`src/rtl/img_pkg.sv`:
```
// ---------------------------------------------------------------------------
// img_pkg
// Shared definitions for the image-stream blocks.
//   CW            : coordinate width used for window origin/size and counters
//   window_t      : crop window record (origin x,y and size w,h)
//   pixelBusWidth : width of a pixel bus made of numCh channels of dataWidth
// ---------------------------------------------------------------------------
package img_pkg;

  localparam int CW = 10;

  typedef struct packed {
    logic [CW-1:0] x;
    logic [CW-1:0] y;
    logic [CW-1:0] w;
    logic [CW-1:0] h;
  } window_t;

  function automatic int pixelBusWidth(input int dataWidth, input int numCh);
    return dataWidth * numCh;
  endfunction

endpackage

```
`src/rtl/stream_reg_slice.sv`:
```
// ---------------------------------------------------------------------------
// stream_reg_slice
// Single-entry registered valid/ready stage. A beat offered on the input
// appears on the output one cycle later and is held there unchanged until
// the consumer takes it.
//   clk, rst           : clock, synchronous active-high reset
//   in_valid/in_ready  : upstream handshake, in_data payload
//   out_valid/out_ready: downstream handshake, out_data payload
// ---------------------------------------------------------------------------
module stream_reg_slice #(
  parameter int WIDTH = 8
) (
  input  logic             clk,
  input  logic             rst,
  input  logic             in_valid,
  output logic             in_ready,
  input  logic [WIDTH-1:0] in_data,
  output logic             out_valid,
  input  logic             out_ready,
  output logic [WIDTH-1:0] out_data
);

  logic             valid_q;
  logic [WIDTH-1:0] data_q;

  // The slot can take a new beat when it is empty or is being drained this
  // cycle; this keeps full throughput with only one register.
  assign in_ready  = !valid_q || out_ready;
  assign out_valid = valid_q;
  assign out_data  = data_q;

  // Load on an input handshake, empty on an output handshake, otherwise hold.
  // Reset drops any beat that was waiting, including a stalled one.
  always_ff @(posedge clk) begin
    if (rst) begin
      valid_q <= 1'b0;
      data_q  <= '0;
    end else if (in_valid && in_ready) begin
      valid_q <= 1'b1;
      data_q  <= in_data;
    end else if (out_ready) begin
      valid_q <= 1'b0;
    end
  end

endmodule

```
`src/rtl/stream_crop.sv`:
```
// ---------------------------------------------------------------------------
// stream_crop
// Crops a rectangular window out of a raster pixel stream.
//   clk, rst                 : clock, synchronous active-high reset
//   cfg_x/y/w/h, cfg_load    : requested window, captured into a shadow set;
//                              the shadow goes live on the next accepted s_sof
//   s_data/valid/ready/sof/eol : input pixel stream
//   m_data/valid/ready/sof/eol/eof : cropped output stream, registered
//   cfg_err                  : sticky, an invalid window was activated
//   busy                     : a frame is in progress and its window is not
//                              yet complete
// ---------------------------------------------------------------------------
module stream_crop
  import img_pkg::*;
#(
  parameter int DATA_WIDTH = 8,
  parameter int NUM_CH     = 1,
  parameter int IMG_WIDTH  = 640,
  parameter int IMG_HEIGHT = 480,
  parameter int CW         = img_pkg::CW
) (
  input  logic                                      clk,
  input  logic                                      rst,
  input  logic [CW-1:0]                             cfg_x,
  input  logic [CW-1:0]                             cfg_y,
  input  logic [CW-1:0]                             cfg_w,
  input  logic [CW-1:0]                             cfg_h,
  input  logic                                      cfg_load,
  input  logic [pixelBusWidth(DATA_WIDTH,NUM_CH)-1:0] s_data,
  input  logic                                      s_valid,
  output logic                                      s_ready,
  input  logic                                      s_sof,
  input  logic                                      s_eol,
  output logic [pixelBusWidth(DATA_WIDTH,NUM_CH)-1:0] m_data,
  output logic                                      m_valid,
  input  logic                                      m_ready,
  output logic                                      m_sof,
  output logic                                      m_eol,
  output logic                                      m_eof,
  output logic                                      cfg_err,
  output logic                                      busy
);

  localparam int PW = pixelBusWidth(DATA_WIDTH, NUM_CH);

  localparam logic [1:0] WAIT_SOF = 2'd0;
  localparam logic [1:0] ACTIVE   = 2'd1;
  localparam logic [1:0] DRAIN    = 2'd2;

  localparam logic [CW:0]   IMG_W_EXT = (CW+1)'(IMG_WIDTH);
  localparam logic [CW:0]   IMG_H_EXT = (CW+1)'(IMG_HEIGHT);
  localparam logic [CW:0]   ONE_EXT   = (CW+1)'(1);
  localparam logic [CW-1:0] ONE       = CW'(1);
  localparam logic [CW-1:0] X_LAST    = CW'(IMG_WIDTH - 1);
  localparam logic [CW-1:0] Y_LAST    = CW'(IMG_HEIGHT - 1);

  logic [1:0]    state_q, state_d;
  logic [CW-1:0] x_q, x_d, y_q, y_d;
  window_t       shadow_q, shadow_d, active_q, active_d;
  logic          cfgErr_q, cfgErr_d;

  logic          accept;
  logic          sliceReady;
  logic [CW-1:0] beatX, beatY;
  window_t       win;
  logic [CW:0]   winEndX, winEndY;
  logic          winValid, inWindow, frameLive;
  logic          isSof, isEol, isEof;
  logic          fwd;

  assign s_ready = sliceReady;
  assign accept  = s_valid && sliceReady;
  assign cfg_err = cfgErr_q;
  assign busy    = (state_q == ACTIVE);

  // An s_sof beat is always (0,0) and uses the shadow window, since that is
  // the window being activated by this very beat.
  always_comb begin
    beatX = s_sof ? '0 : x_q;
    beatY = s_sof ? '0 : y_q;
    win   = s_sof ? shadow_q : active_q;
  end

  // Window geometry evaluated one bit wider so origin+size cannot wrap.
  always_comb begin
    winEndX  = {1'b0, win.x} + {1'b0, win.w};
    winEndY  = {1'b0, win.y} + {1'b0, win.h};
    winValid = (win.w != '0) && (win.h != '0) &&
               (winEndX <= IMG_W_EXT) && (winEndY <= IMG_H_EXT);
    inWindow = (beatX >= win.x) && ({1'b0, beatX} < winEndX) &&
               (beatY >= win.y) && ({1'b0, beatY} < winEndY);
    isSof    = (beatX == win.x) && (beatY == win.y);
    isEol    = ({1'b0, beatX} == winEndX - ONE_EXT);
    isEof    = isEol && ({1'b0, beatY} == winEndY - ONE_EXT);
  end

  // A frame only produces output while ACTIVE, or on its own s_sof beat when
  // the window being activated is valid.
  assign frameLive = s_sof ? winValid : (state_q == ACTIVE);
  assign fwd       = accept && frameLive && inWindow;

  // Next-state logic: raster counters, shadow/active window sets, sticky
  // error and frame state. Any accepted s_sof restarts the frame, which also
  // abandons a partially delivered one without an end-of-frame marker.
  always_comb begin
    state_d  = state_q;
    x_d      = x_q;
    y_d      = y_q;
    shadow_d = shadow_q;
    active_d = active_q;
    cfgErr_d = cfgErr_q;

    if (cfg_load) begin
      shadow_d = '{x: cfg_x, y: cfg_y, w: cfg_w, h: cfg_h};
    end

    if (accept) begin
      if (s_eol || (beatX == X_LAST)) begin
        x_d = '0;
        y_d = (beatY == Y_LAST) ? beatY : beatY + ONE;
      end else begin
        x_d = beatX + ONE;
        y_d = beatY;
      end

      if (s_sof) begin
        active_d = shadow_q;
        if (!winValid) begin
          cfgErr_d = 1'b1;
          state_d  = DRAIN;
        end else begin
          state_d = ACTIVE;
        end
      end

      if (fwd && isEof) begin
        state_d = DRAIN;
      end
    end
  end

  always_ff @(posedge clk) begin
    if (rst) begin
      state_q  <= WAIT_SOF;
      x_q      <= '0;
      y_q      <= '0;
      shadow_q <= '0;
      active_q <= '0;
      cfgErr_q <= 1'b0;
    end else begin
      state_q  <= state_d;
      x_q      <= x_d;
      y_q      <= y_d;
      shadow_q <= shadow_d;
      active_q <= active_d;
      cfgErr_q <= cfgErr_d;
    end
  end

  // Output register stage; flags travel with the pixel as one payload.
  stream_reg_slice #(
    .WIDTH(PW + 3)
  ) u_outSlice (
    .clk      (clk),
    .rst      (rst),
    .in_valid (fwd),
    .in_ready (sliceReady),
    .in_data  ({isEof, isEol, isSof, s_data}),
    .out_valid(m_valid),
    .out_ready(m_ready),
    .out_data ({m_eof, m_eol, m_sof, m_data})
  );

endmodule

```
`config.mk`:
```
export PLATFORM = sky130hd
export DESIGN_NAME = stream_crop
export DESIGN_NICKNAME = d
export VERILOG_FILES = /design/src/rtl/img_pkg.sv /design/src/rtl/stream_reg_slice.sv /design/src/rtl/stream_crop.sv
export SDC_FILE = /design/constraint.sdc
export NUM_CORES = 1
export LEC_CHECK = 0
export BUFFER_PORTS_ARGS = -buffer_cell sky130_fd_sc_hd__buf_4
export CORE_MARGIN = 10
export CORE_UTILIZATION = 44
export DETAILED_ROUTE_END_ITERATION = 10
export PLACE_DENSITY = 0.72
export RECOVER_POWER = 25
export SKIP_LAST_GASP = 1
export SYNTH_ARGS = -nofsm -noshare
export SYNTH_HDL_FRONTEND = slang
export SYNTH_SLANG_ARGS = --single-unit
```
`constraint.sdc`:
```
create_clock -name clk -period 5.9 [get_ports clk]
set_clock_uncertainty 0.15 [all_clocks]
set_input_delay 0.295 -clock clk [delete_from_list [all_inputs] [get_ports clk]]
set_output_delay 0.295 -clock clk [all_outputs]
set_load 0.1 [all_outputs]
```
Word level (Yosys, flattened, before mapping)
Index checks and enable logic that the tools add are counted.
{ "totals": {"reg_bits": 115, "inputBits": 55, "wordCells": 68} }
{ "classes": {"add_sub_neg": 6, "n_lt_le_gt_ge": 6, "eq_ne": 7, "n_mux": 12, "bitwise": 1, "n_reduce_logical": 22} }
{ "op_table": {"columns": ["cell", "count"], "rows": [
  ["$mux W10", 5],
  ["$mux W40", 1],
  ["$add A10 B10 Y11", 2],
  ["$eq A10 B11 Y1", 2],
  ["$lt A10 B11 Y1", 2],
  ["$sub A11 B1 Y11 const B", 2],
  ["$add A10 B1 Y10 const B", 2],
  ["$eq A10 B10 Y1", 2],
  ["$ge A10 B10 Y1", 2],
  ["$reduce_bool A10 Y1", 2],
  ["$logic_and A1 B1 Y1", 13],
  ["$le A11 B10 Y1 const B", 1],
  ["$le A11 B9 Y1 const B", 1],
  ["$eq A10 B10 Y1 const B", 1],
  ["$eq A10 B9 Y1 const B", 1],
  ["$mux W2", 3],
  ["$reduce_bool A2 Y1", 2],
  ["$mux W1", 3],
  ["$reduce_and A3 Y1", 1],
  ["$eq A2 B1 Y1 const B", 1],
  ["$logic_or A1 B1 Y1", 2],
  ["$reduce_and A2 Y1", 1],
  ["$logic_not A1 Y1", 1],
  ["$not A1 Y1", 1]
]} }

Logic depth before layout (Yosys ltp)
Gate-level depths: netlist of run 1.
{ "depth": {"ltp_word": 11, "mapped_depth": 23, "depth_no_buf": 18} }

Hierarchy
Synthesis of run 1 repeated with hierarchy kept, for this count alone.
{ "hier_totals": {"cells_unflattened": 957, "area_unflattened_um2": 7985.2} }
{ "modules_own_cells": {"columns": ["mod", "instances", "cells_each", "area_each_um2"], "rows": [
  ["stream_crop", 1, 903, 7434.6],
  ["stream_reg_slice", 1, 54, 550.5]
]} }

Worst setup path after synthesis of run 1
OpenSTA, ideal clock, no wires.
{ "synth_timing": {"path_type": "input port to flip-flop", "start": "input s_sof", "end": "register state_q[0]", "setup_time_ps": 120, "arrival_time_ps": 4889, "slack_ps": 741, "stages": 20, "n_path_buf": 4, "cell_sequence": "buf_6 > clkbuf_1 > clkbuf_1 > clkbuf_1 > mux2_2 > ha_1 > inv_1 > fa_1 > nand2b_1 > a21o_2 > a311oi_4 > ha_1 > a22o_1 > nor4_1 > o21ai_0 > maj3_1 > a22oi_1 > nand3b_2 > nand3b_4 > o31a_1"} }
{ "synth_rtl": {"columns": ["element", "line", "rtl"], "rows": [
  ["start: declaration", "stream_crop.sv:32", "input logic s_sof,"],
  ["end signal: assignment", "stream_crop.sv:151", "state_q <= state_d;"],
  ["end: declaration", "stream_crop.sv:57", "logic [1:0] state_q, state_d;"]
]} }

==> summary.txt, run 1 <==
Drt
  • Routed WL: 21.7 mm
  • DRC: 0
  • Pre-antenna DRT Iters: 5
  • Antenna Violating Nets Remaining: 0
  • Via count: 7215
  • Average routed wire per standard cell: 17.0 um
  • Vias per cell: 5.65
  • Iteration-0 DRC Markers: 654

Critical path
  • Critical path launch point: s_sof
  • Worst endpoint required time: 6.06 ns
  • Worst Setup End Kind: register
  • Max FO, Critical Path: 40
  • Startpoint types: input pin
  • R2R cell count: 16
  • Reg-to-Reg End: state_q[0]$_SDFFE_PP0P_
  • Kind of critical path: input pin to register
  • R2r setup slk: 1.35 ns
  • Worst EP arrival: 4.88 ns
  • RR Startpoint: shadow_q[0]$_SDFFE_PP0P_

Outcome
  • Status: finished, violations left
  • Failing checks: capacitance limit, slew limit

Clock tree
  • # resized after CTS: 0
  • Root buffer cell: clkbuf_16
  • CTS tree: built
  • Clk slew on worst S/H paths: 0.05 ns
  • Num CTS Buffers: 17
  • Clk_lat worst skew: 0.42 ns
  • Clock Sinks: 115
  • CTS Buffer Depth: 2
  • CTS H-tree depth: 4
  • Post-CTS Setup Bufs: 0
  • Cts hold-fix bufs: 47

STA
  • Final Cycle Share: 80.1%
  • Setup TNS: 0 ns
  • Final hold viol count: 0
  • Worst slew pin tran: 3.13 ns
  • Slew HR: -109%
  • Fmax: 0.212 GHz
  • Tmin final: 4.72 ns
  • Worst Setup Slack, final: 1.18 ns
  • Final setup violation count: 0
  • RSZ-0062 raised after global routing: no
  • Max-slew violations: 41

Placement
  • GPL Wtd Cong: 0.914
  • Cells after DPL: 1199
  • Dpl hpwl: 15.5 mm
  • Pre-CTS setup slack: 0.791 ns
  • IO buf count: 69

Global routing
  • GRT Total Usage: 18.0%
  • Remaining Overflow, GRT: 0
  • Initial antenna violation count: 0
  • Vias in the first global route: 7046
  • Maximum number of pins on one net before global-route repair: 72
  • First-pass GRT wire length: 35.8 mm

Logic synthesis
  • Compound-Gate Fraction of Synth Area: 18.3%
  • Largest family of logic cells by synthesized area: simple AND/OR/NAND/NOR gates
  • Asr flop ratio synth: 0%
  • Sequential share of the synthesized area: 28.4%
  • Mapped Cells: 947
  • Mux contribution to synthesized area: 11.6%
  • Post-synthesis xor/xnor area fraction: 5.35%
  • Avg Synthesized Cell Area: 8.55 um2
  • Library cells used by synthesis: 94
  • Post-synthesis cell area: 8100 um2
  • Post-synthesis adder-cell area fraction: 10.2%
  • Syn nets: 1065
  • Seq cells post-synth: 115
  • Simple-gate share of the synthesized area: 21.2%
  • Number of synthesized flops with an enable pin: 0
  • Top FF cell, synth: dfxtp_1
  • Ys Warns: 0

Run
  • Max-Cap Viols: 1

Floorplan
  • Num ports: 70
  • Initial Util: 44.9%
  • Die Ht: 156 um
  • Horiz. Die Dim: 156 um
  • DIE AREA: 24200 um2
  • Site Rows: 49
  • Core Region: 18000 um2

Layout
  • Nets: 1154
  • # fillers: 1652
  • Register area: 2300 um2
  • N_diodes: 0
  • Commonest cells after routing, fill and taps aside: dfxtp_1, nor2_1, nand2_1, buf_4, mux2i_1
  • Commonest non-fill, non-tap cell in the layout: dfxtp_1
  • Layout cells sized above 1: 15.3%
  • Syn-to-layout area delta: 20.4%
  • Non-Filler Instances: 1278
  • Multi-input gate area: 5400 um2

Worst hold path
  • Worst min path class: input pin to register
  • Hold EP: shadow_q[7]$_SDFFE_PP0P_
  • Hold path cells: 3
  • Hold Startpoint: cfg_h[7]

Power and ir drop
  • Peak VDD IR: 0.202 mV
  • Power Dens Cells: 250 nW/um2
  • Lkg Pwr: 0.00431 uW
[worst max-delay path by stage]
stage / end
floorplan: state_q[0]$_SDFFE_PP0P_
global placement: state_q[0]$_SDFFE_PP0P_
detailed placement: state_q[0]$_SDFFE_PP0P_
CTS: state_q[0]$_SDFFE_PP0P_
global route: u_outSlice.out_data[2]$_SDFFE_PP0P_
finish: state_q[0]$_SDFFE_PP0P_
[through the flow]
step / utilization [%] / power, uW / hold WS [ns] / area, um2
after global placement: 48.2 / 1370 / 0.286 / 8700
after floorplan: - / 1250 / 0.277 / 8100
final: 54.1 / 2440 / 0.0388 / 9740
after global routing: 54.1 / 2550 / 0.0542 / 9740
after detailed placement: 48.2 / 1380 / 0.295 / 8700
after CTS: 54.2 / 2440 / 0.0265 / 9760
[metal layers]
| layer | track usage [%] | up-vias | share of wire, % |
|---|---|---|---|
| li1 | - | 3603 | - |
| met1 | 22.5 | 3422 | 44 |
| met2 | 29.8 | 160 | 48 |
| met3 | 3.83 | 30 | 4.8 |
| met4 | 6.37 | 0 | 2.4 |
| met5 | 0 | - | 0 |
[area by class of cell]
cell class	count	area share, %
sequential	115	23.6
clock inverter	10	1.35
tap	229	2.94
timing repair buffer	124	10.6
clock buffer	22	4.76
multi-input combinational	743	55.4
inverter	35	1.35
[where the power goes]
part           switching [uW]  internal [uW]  total [uW]
sequential               22.8            810         833
clock                     359            682        1040
combinational             320            243         563
[cells in the mapped netlist, types with 13 or more instances]
master	number	share of area, %
a211oi_1	27	2.5
nor4_1	14	1.1
a21oi_1	57	3.5
mux2_2	20	2.8
clkbuf_1	40	1.9
o21ai_0	25	1.5
nor2b_1	24	1.9
nor2_1	108	5.0
nand2_1	88	4.1
nand3_1	23	1.4
a21o_1	14	1.3
mux2i_1	70	8.7
inv_1	35	1.6
dfxtp_1	115	28
xnor2_1	29	3.1
nor3_1	13	0.80
ha_1	61	9.4
nand4_1	13	1.0
[logic make-up (layout without fill, tap and decap cells)]
kind of cell,count (synthesis),after routing
compound gates,200,200
xor+xnor,42,42
fa+ha+maj,65,65
buf+inv,89,191
flops,115,115
mux,91,91
simple gates,345,345
[critical path: stages]
cell and delay (ns):
buf_4 0.47, mux2i_1 0.35, inv_1 0.07, ha_1 0.57, o21ai_0 0.23, a21o_2 0.25, a311oi_4 0.41, ha_1 0.33
a22o_1 0.23, nor4_1 0.18, o21ai_0 0.16, maj3_1 0.38, a22oi_1 0.23, nand3b_2 0.16, nand3b_4 0.21, o31a_1 0.29
[flip-flops by register name (all words and copies together) (netlist names)]
signal,flops
u_outSlice.out_data,11
u_outSlice.out_valid,1
cfg_err,1
y_q,10
shadow_q,40
x_q,10
state_q,2
active_q,40
Power figures use the tool's default switching activity.
==> run 2: changes to the inputs <==
ABC_AREA = 1   (was default)
clock period = 4.4 ns   (was 5.9 ns; I/O delays follow)
==> run 2 against run 1 <==
Compared with the run above:
- the flow finishes with violations (capacitance limit)
- cell count grew 24%
- hold slack gained 0.0099 ns
- synthesized area shrank 0.73%
- die area shrank 0.63%
- highest routed layer unchanged
- routed wire length grew 1.2%
- setup slack lost 0.66 ns
- first-iteration DRC count shrank 16%
- critical endpoint is now u_outSlice.out_data[9]$_SDFFE_PP0P_
- flip-flop and latch count is the same
==> summary.txt, run 2 <==
Outcome
  • Status: finished, violations left (unchanged)
  • Failing checks: capacitance limit (was capacitance limit, slew limit)

Logic synthesis
  • Synth top area share: 28.6% (was 28.4%)
  • Ys Warns: 0 (unchanged)
  • Leading area contributor after synthesis: dfxtp_1 (unchanged)
  • Library cells used by synthesis: 49 (was 94)
  • Seq cells post-synth: 115 (unchanged)
  • Mapped Cells: 1244 (was 947)
  • Asr flop ratio synth: 0% (unchanged)
  • Synth area leaders: dfxtp_1, nand2_1, ha_1 (was dfxtp_1, ha_1, mux2i_1)
  • Number of synthesized flops with an enable pin: 0 (unchanged)
  • Top cells by instance count after synthesis: nand2_1, nor2_1, inv_1, o21ai_0, dfxtp_1 (was dfxtp_1, nor2_1, nand2_1, mux2i_1, ha_1)
  • Most common cell in the netlist: nand2_1 (was dfxtp_1)
  • Avg Synthesized Cell Area: 6.46 um2 (was 8.55 um2)
  • Post-synthesis cell area: 8040 um2 (was 8100 um2)
  • Top FF cell, synth: dfxtp_1 (unchanged)
  • Sequential share of the synthesized area: 28.6% (was 28.4%)
  • Syn nets: 1362 (was 1065)

Layout
  • Layout cells sized above 1: 12.4% (was 15.3%)
  • Multi-input gate area: 4990 um2 (was 5400 um2)
  • Syn-to-layout area delta: 20.6% (was 20.4%)
  • Register area: 2300 um2 (unchanged)
  • Commonest non-fill, non-tap cell in the layout: nand2_1 (was dfxtp_1)
  • Commonest cells after routing, fill and taps aside: nand2_1, nor2_1, inv_1, o21ai_0, dfxtp_1 (was dfxtp_1, nor2_1, nand2_1, buf_4, mux2i_1)
  • Nets: 1465 (was 1154)
  • # fillers: 1765 (was 1652)
  • Non-Filler Instances: 1588 (was 1278)
  • N_diodes: 0 (unchanged)

Drt
  • Vias per cell: 5.19 (was 5.65)
  • Routed WL: 22.0 mm (was 21.7 mm)
  • DRC: 0 (unchanged)
  • Via count: 8238 (was 7215)
  • Iteration-0 DRC Markers: 551 (was 654)
  • Antenna Violating Nets Remaining: 0 (unchanged)
  • Pre-antenna DRT Iters: 7 (was 5)
  • Average routed wire per standard cell: 13.9 um (was 17.0 um)

STA
  • RSZ-0062 raised after global routing: no (unchanged)
  • Final setup violation count: 0 (unchanged)
  • Worst slew pin tran: 1.49 ns (was 3.13 ns)
  • Slew HR: 0.551% (was -109%)
  • Max-slew violations: 0 (was 41)
  • Tmin final: 3.88 ns
  • Final Cycle Share: 88.2%
  • Final hold viol count: 0 (unchanged)
  • Fmax: 0.258 GHz
  • Setup TNS: 0 ns (unchanged)

Critical path
  • RR Startpoint: active_q[20]$_SDFFE_PP0P_ (was shadow_q[0]$_SDFFE_PP0P_)
  • Max FO, Critical Path: 12 (was 40)
  • Worst path max stage delay: 0.41 ns (was 0.57 ns)
  • CP cell instances: inv_1 > o21ai_0 > ha_1 > inv_1 > fa_1 > inv_1 > nand2_1 > nand2_1 > nand3_1 > nand3_1 > nand2_2 > ha_1 > a21oi_1 > o21ai_0 > o21bai_1 > nand2_1 > nand4_1 > a21oi_1 > nand2_1 > nor2_2 > inv_2 > o21ai_0 > nor2_1 (was buf_4 > mux2i_1 > inv_1 > ha_1 > o21ai_0 > a21o_2 > a311oi_4 > ha_1 > a22o_1 > nor4_1 > o21ai_0 > maj3_1 > a22oi_1 > nand3b_2 > nand3b_4 > o31a_1)
  • Critical path launch point: active_q[20]$_SDFFE_PP0P_ (was s_sof)
  • Worst endpoint required time: 4.57 ns (was 6.06 ns)
  • Crit path top cell by count: nand2_1
  • R2R cell count: 23 (was 16)
  • Slowest-stage cell, CP: fa_1 (was ha_1)
  • Startpoint types: register (was input pin)
  • Worst Setup End Kind: register (unchanged)
  • Kind of critical path: register to register (was input pin to register)
  • Worst EP arrival: 4.05 ns (was 4.88 ns)

Global routing
  • GRT Total Usage: 18.5% (was 18.0%)
  • Maximum number of pins on one net before global-route repair: 74 (was 72)
  • Remaining Overflow, GRT: 0 (unchanged)
  • Initial antenna violation count: 0 (unchanged)
  • Vias in the first global route: 7933 (was 7046)
  • First-pass GRT wire length: 37.4 mm (was 35.8 mm)

Power and ir drop
  • Overall Power: 3310 uW (was 2440 uW)
  • Peak VDD IR: 0.266 mV (was 0.202 mV)
  • Lkg Pwr: 0.00458 uW (was 0.00431 uW)
  • Power Dens Cells: 341 nW/um2 (was 250 nW/um2)

Clock tree
  • Clk slew on worst S/H paths: 0.06 ns (was 0.05 ns)
  • CTS tree: built (unchanged)
  • Clk_lat worst skew: 0.43 ns (was 0.42 ns)
  • Post-CTS Setup Bufs: 0 (unchanged)
  • Clock Sinks: 115 (unchanged)
  • CTS H-tree depth: 4 (unchanged)
  • Root buffer cell: clkbuf_16 (unchanged)
  • CTS Buffer Depth: 2 (unchanged)
  • Num CTS Buffers: 17 (unchanged)

Placement
  • Cells after DPL: 1508 (was 1199)
  • IO buf count: 69 (unchanged)
  • Dpl hpwl: 16.1 mm (was 15.5 mm)
  • GPL Wtd Cong: 0.898 (was 0.914)

Floorplan
  • Core Region: 18000 um2 (about the same)
  • Num ports: 70 (unchanged)
  • Initial Util: 44.7% (was 44.9%)
  • Horiz. Die Dim: 155 um (was 156 um)
  • Die Ht: 155 um (was 156 um)
  • Site Rows: 49 (unchanged)
  • DIE AREA: 24100 um2 (was 24200 um2)

Run
  • Max-Cap Viols: 1 (unchanged)

Worst hold path
  • Hold path cells: 3 (unchanged)
  • Hold Startpoint: s_sof (was cfg_h[7])
  • Worst min path class: input pin to register (unchanged)
[run 2: layout make-up]
class                   count  area share [%]
well taps                 229            2.96
flip-flops and latches    115            23.8
multi-input cells         949            51.5
inverters                 137            5.37
clock inverters            12            1.38
repair buffers            127            10.6
clock buffers              19            4.47
[run 2: critical path: cells and delay by family, from the launching register on]
kind | cells | cell delay (ns)
fa+ha+maj | 3 | 1.00
simple gates | 10 | 0.95
compound gates | 6 | 0.97
flops | 1 | 0.31
buf+inv | 4 | 0.39
[run 2: cell families after synthesis]
kind of cell	after synthesis	share of synthesized area (%)
and+or+nand+nor	655	36.5
DFF	115	28.6
adders and majority gates	63	10.0
buffers and inverters	180	9.22
AOI/OAI and AO/OA	225	15.0
xor gates and xnor gates	6	0.654
[run 2: power breakdown]
part | switching [uW] | leakage, uW | internal [uW]
clock | 525 | 0.000262 | 830
combinational | 524 | 0.00337 | 304
sequential | 25.5 | 0.000947 | 1100
total | 1070 | 0.00458 | 2230
[run 2: per-stage QoR]
stage	hold WS (ns)	worst slack, ns	area, um2	utilization (%)
2_1_floorplan	0.148	0.345	8040	-
3_3_place_gp	0.284	0.395	8690	48.4
3_5_place_dp	0.292	0.361	8690	48.4
4_1_cts	0.0372	0.510	9750	54.3
5_1_grt	0.0656	0.0423	9690	54.0
6_report	0.0487	0.520	9690	54.0
[run 2: worst paths after layout]
kind | slack [ns] | end
worst max-delay path | 0.52 | u_outSlice.out_data[9]$_SDFFE_PP0P_
worst min-delay path | 0.05 | active_q[5]$_SDFFE_PP0P_
worst max register to register | 0.52 | u_outSlice.out_data[9]$_SDFFE_PP0P_
worst min register to register | 0.30 | active_q[4]$_SDFFE_PP0P_
[run 2: timing repair]
item	4_1_cts	5_1_grt
hold buffers	49	0
gates resized for setup	0	0
hold endpoints to repair	49	0
[run 2: layer usage]
metal,track usage (%),wire [um],vias up
met4,6.84,574,0
met5,0,0,-
met1,21.9,9840,3749
met2,32.4,10800,162
li1,-,-,4281
met3,3.69,802,46
